File: config.mk
export PLATFORM = sky130hd
export DESIGN_NAME = imem_loader
export DESIGN_NICKNAME = d
export VERILOG_FILES = /design/src/rtl/imem_loader_pkg.sv /design/src/rtl/imem_loader.sv
export SDC_FILE = /design/constraint.sdc
export NUM_CORES = 1
export LEC_CHECK = 0
export ABC_AREA = 1
export BUFFER_PORTS_ARGS = -buffer_cell sky130_fd_sc_hd__buf_2
export CAP_MARGIN = 20
export CORE_ASPECT_RATIO = 0.5
export CORE_UTILIZATION = 60
export DETAILED_ROUTE_END_ITERATION = 10
export PLACE_DENSITY_LB_ADDON = 0.05
export SYNTH_ARGS = -nofsm -noshare
export SYNTH_HDL_FRONTEND = slang
export SYNTH_SLANG_ARGS = --single-unit
export TNS_END_PERCENT = 50
File: constraint.sdc
create_clock -name clk -period 2.3 [get_ports clk]
set_clock_uncertainty 0.15 [all_clocks]
set_input_delay 0.23 -clock clk [delete_from_list [all_inputs] [get_ports clk]]
set_output_delay 0.23 -clock clk [all_outputs]
set_load 0.03 [all_outputs]
File: src/rtl/imem_loader_pkg.sv
// Shared types and constants for the instruction-memory boot loader.
package imem_loader_pkg;

  typedef enum logic [2:0] {
    StLen,
    StData,
    StCsum,
    StDone,
    StErr
  } state_e;

  localparam int unsigned HdrBytes  = 4;
  localparam int unsigned CsumBytes = 1;

endpackage

File: src/rtl/imem_loader.sv
// Boot-time byte-stream loader for the instruction memory; holds the core in reset until loaded.
// Optional trailing XOR checksum byte is enabled by defining IMEM_LOADER_CHECKSUM_EN.
module imem_loader
  import imem_loader_pkg::*;
#(
  parameter int unsigned DATA_WIDTH = 8,
  parameter int unsigned ADDR_WIDTH = 32,
  parameter int unsigned MEM_BYTES  = 91
) (
  input  logic                  clk,
  input  logic                  rst,
  input  logic                  start,
  input  logic                  in_valid,
  input  logic [DATA_WIDTH-1:0] in_data,
  output logic                  in_ready,
  output logic                  mem_we,
  output logic [ADDR_WIDTH-1:0] mem_addr,
  output logic [DATA_WIDTH-1:0] mem_wdata,
  output logic                  cpu_rst,
  output logic                  done,
  output logic                  error
);

  localparam int unsigned LenWidth = HdrBytes * DATA_WIDTH;

`ifdef IMEM_LOADER_CHECKSUM_EN
  localparam state_e StAfterData = StCsum;
`else
  localparam state_e StAfterData = StDone;
`endif

  state_e                state_q, state_d;
  logic [ADDR_WIDTH-1:0] count_q, count_d;
  logic [LenWidth-1:0]   len_q, len_d;
  logic                  mem_we_d;
  logic [ADDR_WIDTH-1:0] mem_addr_d;
  logic [DATA_WIDTH-1:0] mem_wdata_d;
`ifdef IMEM_LOADER_CHECKSUM_EN
  logic [DATA_WIDTH-1:0] csum_q, csum_d;
`endif

  logic                  accept;
  logic [LenWidth-1:0]   len_next;
  logic [ADDR_WIDTH-1:0] count_inc;

  assign in_ready  = (state_q == StLen) || (state_q == StData) || (state_q == StCsum);
  assign accept    = in_valid && in_ready;
  assign len_next  = {len_q[LenWidth-DATA_WIDTH-1:0], in_data};
  assign count_inc = count_q + ADDR_WIDTH'(1);

  // Status follows the state register so it changes on the edge accepting the final byte.
  assign done    = (state_q == StDone);
  assign error   = (state_q == StErr);
  assign cpu_rst = (state_q != StDone);

  always_comb begin
    state_d     = state_q;
    count_d     = count_q;
    len_d       = len_q;
    mem_we_d    = 1'b0;
    mem_addr_d  = mem_addr;
    mem_wdata_d = mem_wdata;
`ifdef IMEM_LOADER_CHECKSUM_EN
    csum_d      = csum_q;
`endif
    unique case (state_q)
      StLen: begin
        if (accept) begin
          len_d   = len_next;
          count_d = count_inc;
          // The header reuses the byte counter, cleared again before payload addressing.
          if (count_q == ADDR_WIDTH'(HdrBytes - 1)) begin
            count_d = '0;
            if (len_next > LenWidth'(MEM_BYTES)) begin
              state_d = StErr;
            end else if (len_next == '0) begin
              state_d = StAfterData;
            end else begin
              state_d = StData;
            end
          end
        end
      end
      StData: begin
        if (accept) begin
          mem_we_d    = 1'b1;
          mem_addr_d  = count_q;
          mem_wdata_d = in_data;
          count_d     = count_inc;
`ifdef IMEM_LOADER_CHECKSUM_EN
          csum_d      = csum_q ^ in_data;
`endif
          if (count_inc == ADDR_WIDTH'(len_q)) begin
            state_d = StAfterData;
          end
        end
      end
      StCsum: begin
`ifdef IMEM_LOADER_CHECKSUM_EN
        if (accept) begin
          state_d = (in_data == csum_q) ? StDone : StErr;
        end
`else
        state_d = StLen;
`endif
      end
      StDone, StErr: begin
        if (start) begin
          state_d = StLen;
          count_d = '0;
          len_d   = '0;
`ifdef IMEM_LOADER_CHECKSUM_EN
          csum_d  = '0;
`endif
        end
      end
      default: state_d = StLen;
    endcase
  end

  always_ff @(posedge clk) begin
    if (rst) begin
      state_q   <= StLen;
      count_q   <= '0;
      len_q     <= '0;
      mem_we    <= 1'b0;
      mem_addr  <= '0;
      mem_wdata <= '0;
`ifdef IMEM_LOADER_CHECKSUM_EN
      csum_q    <= '0;
`endif
    end else begin
      state_q   <= state_d;
      count_q   <= count_d;
      len_q     <= len_d;
      mem_we    <= mem_we_d;
      mem_addr  <= mem_addr_d;
      mem_wdata <= mem_wdata_d;
`ifdef IMEM_LOADER_CHECKSUM_EN
      csum_q    <= csum_d;
`endif
    end
  end

endmodule

==> results by group <==
Global route
  • Global-route wire length before repair: 31810 um
  • Number of global-route vias before repair: between 6000 and 7000
  • Number of antenna violations at the first check in global routing: 1
  • Final global-route overflow total: 0
  • Overall Global Routing Usage: 40.63%
  • Largest net degree at the start of global routing: 73

Synthesis
  • Share of synthesized area occupied by flip-flops and latches: a little over a third
  • Fraction of registers with async set/reset: 0%
  • Synth Warn #: 0
  • Number of nets in the synthesized netlist: 927
  • Number of enable-type register cells in the synthesized netlist: 0
  • Share of the synthesized area in the top cell type: a little over a third
  • Count of cell types in the netlist: 35
  • Synth area leader: sky130_fd_sc_hd__dfxtp_1
  • Number of storage elements in the synthesis netlist: 108
  • Avg Inst Size Synth: around 6.6 sq um
  • Cell area after technology mapping: around 0.0060 sq mm
  • Cell types occupying the most area after synthesis: sky130_fd_sc_hd__dfxtp_1 (36%), sky130_fd_sc_hd__nand2_1 (14%), sky130_fd_sc_hd__a21oi_1 (8.4%)
  • Synthesized netlist cell count: 913
  • Top_reg_cell synth: sky130_fd_sc_hd__dfxtp_1

Power
  • Combinational power share: about half
  • Clock power share: between 10% and 20%
  • Pwr Density: between 1000 and 1500 mW/mm^2
  • Max IR drop VDD: ~1200 uV
  • Switching power as a share of total power: 46.33%
  • Int Power: between 4 and 5 mW
  • Sequential fraction of design power: between 30% and 40%
  • NetSw: 3.737 mW
  • Static leakage power: approximately 3.4 nW
  • Total power consumption of the routed design: approximately 8.1 mW

Final layout
  • Layout cell share with drive strength beyond 1: approximately 29%
  • Post-route core utilization: approximately 82%
  • Number of fill cells in the layout: between 600 and 700
  • Area of all placed cells without fillers: just under 0.008 sq mm
  • Multi-input combinational cell area: ~0.0036 sq mm
  • Synthesis-to-finish area growth: 30.41%
  • Layout Nets: 1063
  • Reg area: 0.002202 sq mm
  • Number of cells in the finished layout apart from fillers: ~1200

Placement
  • Placed Instance Area: 0.007097 sq mm
  • Number of cells after detailed placement: approximately 1200
  • Placer Congestion: just under 1
  • Post-placement worst setup slack: -339.7 ps
  • HPWL after detailed placement: ~14000 um
  • Count of buffers from port buffering: 56

Die
  • I/O pin count: between 50 and 60
  • Area of the die: slightly above 0.01 sq mm
  • Floorplan Core Area: ~0.0096 sq mm
  • Effective utilization at floorplan: a little over three fifths
  • Chip Height: approximately 73 um
  • Die width: between 100 and 150 um
  • Row Count: 25

Timing
  • Relative slew slack: around two thirds
  • Final max-slew violation count: 0
  • Worst-Margin Slew: ~520 ps
  • Setup-failing EPs final: 3
  • Minimum clock period: ~2500 ps
  • Number of hold violations in the final report: 0
  • Minimum setup slack in the final design: -162.0 ps
  • Unrepaired setup endpoints after global routing: true
  • Maximum operating frequency: between 400 and 500 MHz
  • Fin crit share: 107.0%

Status
  • Violations in the final reports: negative setup slack
  • Outcome: finished, violations left

Detailed routing
  • Aggregate routed wire length: 21400 um
  • Number of vias per cell after detailed routing: 5.885
  • Mean routed wirelength per cell: 17.99 um
  • Drt initial violations: around 1000
  • Remaining routing DRC violations: 0
  • Vias: 7003
  • Number of routed nets with antenna violations: 0
  • Number of search-and-repair iterations in the first detailed-routing pass: 6

CTS
  • H-tree depth: 3
  • Clock Sinks: about 110
  • Num CTS Buffers: 9
  • Max clock buf depth: 2
  • Clock root buffer: sky130_fd_sc_hd__clkbuf_16
  • Clock insertion delay at the later pin of the skew report: around 350 ps
  • Register clock-pin slew on the reported worst setup and hold paths: around 80 ps
  • Clock tree from TritonCTS: built
  • Number of hold buffers added after cts: 0

Critical path
  • Crit path cell chain: nand2_4 -> nor2_4 -> nand2_4 -> nor2_4 -> nand2_2 -> nand2_2 -> nand2_2 -> nand2_2 -> nand2_2 -> nor2_2 -> nand2_1 -> nor2_2 -> nand3_4 -> nand2_4 -> nand3_2 -> nand2_1 -> nor2_1
  • Data arrival time of the critical path: about 2600 ps
  • Cell repeated most along the worst path: sky130_fd_sc_hd__nand2_2
  • Largest driver fanout on the critical path: 4
  • Slowest cell on the critical path: sky130_fd_sc_hd__dfxtp_4
  • Worst EP required: about 2400 ps
  • Crit path capture type: flop
  • Critical Path Source Type: flop
  • Critical Path Max Stage Delay: 390 ps
  • Kind of critical path: flop to flop

Min path
  • Min-delay worst type: input port to flop

Flow run
  • Count of max-cap constraint violations: 0
[routing by layer]
| layer | track usage [%] | share of wire, % |
|---|---|---|
| met5 | 0 | 0 |
| met4 | 13.12 | 2.9 |
| met3 | 12.86 | 14 |
| met1 | 54.68 | 41 |
| met2 | 62.17 | 42 |
[critical path, delay by kind of cell (launching register included)]
family	cells	cell delay, ps
AND/OR/NAND/NOR	17	1790
flip-flops	1	390
[through the flow]
step | hold slack (ps) | TNS, ps
global placement | 309.1 | -653.9
detailed placement | 318.6 | -904.6
global route | 20.57 | -1350
floorplan | 228.2 | 0
CTS | 19.63 | -31.33
finish | 23.84 | -447.7
[state kept, by name, summed over array words and instances, names as in the netlist]
| signal | cells |
|---|---|
| count_q | 32 |
| len_q | 32 |
| mem_addr | 32 |
| mem_wdata | 8 |
| mem_we | 1 |
| state_q | 3 |
[placed cells by master, fill, tap and decap left out, types with 2 or more instances in the layout]
cell type	synthesis	final
sky130_fd_sc_hd__a21oi_2	2	3
sky130_fd_sc_hd__inv_1	91	89
sky130_fd_sc_hd__dfxtp_4	0	5
sky130_fd_sc_hd__inv_2	8	10
sky130_fd_sc_hd__nand2_1	229	206
sky130_fd_sc_hd__nand4_1	23	23
sky130_fd_sc_hd__dfxtp_2	0	17
sky130_fd_sc_hd__o21ai_2	1	3
sky130_fd_sc_hd__clkinvlp_4	0	2
sky130_fd_sc_hd__nor2_4	9	19
sky130_fd_sc_hd__a211oi_1	29	29
sky130_fd_sc_hd__nand2_4	2	8
sky130_fd_sc_hd__nand3_2	5	11
sky130_fd_sc_hd__xnor3_1	2	2
sky130_fd_sc_hd__buf_4	1	92
sky130_fd_sc_hd__nand3_4	1	2
sky130_fd_sc_hd__xor2_1	5	5
sky130_fd_sc_hd__clkbuf_16	0	10
sky130_fd_sc_hd__nand2_2	10	27
sky130_fd_sc_hd__buf_12	0	7
sky130_fd_sc_hd__o21ai_1	4	2
sky130_fd_sc_hd__inv_6	0	3
sky130_fd_sc_hd__nor3_1	2	2
sky130_fd_sc_hd__o21ai_0	47	46
sky130_fd_sc_hd__nor2_1	87	64
sky130_fd_sc_hd__nor4_1	9	9
sky130_fd_sc_hd__dfxtp_1	108	86
sky130_fd_sc_hd__nor2_2	3	18
sky130_fd_sc_hd__nand3_1	87	80
sky130_fd_sc_hd__a21oi_1	101	100
sky130_fd_sc_hd__buf_6	0	5
sky130_fd_sc_hd__buf_2	9	56
[final cells by class]
class                           count  area share (%)
Timing Repair Buffer              161           15.28
Multi-Input combinational cell    668           45.78
Antenna cell                        1         0.03207
Tap cell                          135           2.165
Sequential cell                   108           28.22
Clock buffer                        9           2.886
Inverter                          101           4.891
Clock inverter                      7          0.7377
[power groups by stage]
stage / Clock (mW) / Sequential (mW) / Combinational, mW
after floorplan: 0 / 2.71 / 2.09
after global placement: 0 / 2.53 / 3.53
after detailed placement: 0 / 2.54 / 3.55
after CTS: 1.52 / 2.52 / 3.62
after global routing: 1.58 / 2.59 / 4.24
final: 1.52 / 2.55 / 4.00
[cell families after synthesis]
family,share of synthesized area (%)
AND/OR/NAND/NOR,35.72
XOR/XNOR,1.631
buffers and inverters,8.971
flip-flops,36.14
AO/OA/AOI/OAI,17.13
adder cells (fa/ha/maj),0.4182
[cells in the mapped netlist, types with 10 or more instances]
master                     instances
sky130_fd_sc_hd__inv_1            91
sky130_fd_sc_hd__nand4_1          23
sky130_fd_sc_hd__nand3_1          87
sky130_fd_sc_hd__o21ai_0          47
sky130_fd_sc_hd__clkbuf_1         24
sky130_fd_sc_hd__dfxtp_1         108
sky130_fd_sc_hd__a21oi_1         101
sky130_fd_sc_hd__nor2_1           87
sky130_fd_sc_hd__nand2_1         229
sky130_fd_sc_hd__a211oi_1         29
sky130_fd_sc_hd__nand2_2          10
[worst paths after layout]
check | start | end | slack, ps | cells past startpoint
worst min register to register | mem_wdata[2]$_SDFFE_PP0P_ | mem_wdata[2]$_SDFFE_PP0P_ | 340 | 2
worst min-delay path | in_data[6] | mem_wdata[6]$_SDFFE_PP0P_ | 20 | 3
worst max register to register | count_q[1]$_SDFFE_PP0P_ | state_q[2]$_SDFFE_PP0P_ | -160 | 17
worst max-delay path | count_q[1]$_SDFFE_PP0P_ | state_q[2]$_SDFFE_PP0P_ | -160 | 17
[repair_timing]
action | CTS | global route
gates resized for setup | 59 | 50
buffers inserted | 3 | 5
gates cloned | 2 | 1
pin swaps | 13 | 28
setup endpoints to repair | 3 | 29
Note: power is estimated with default switching activity, not from simulation.
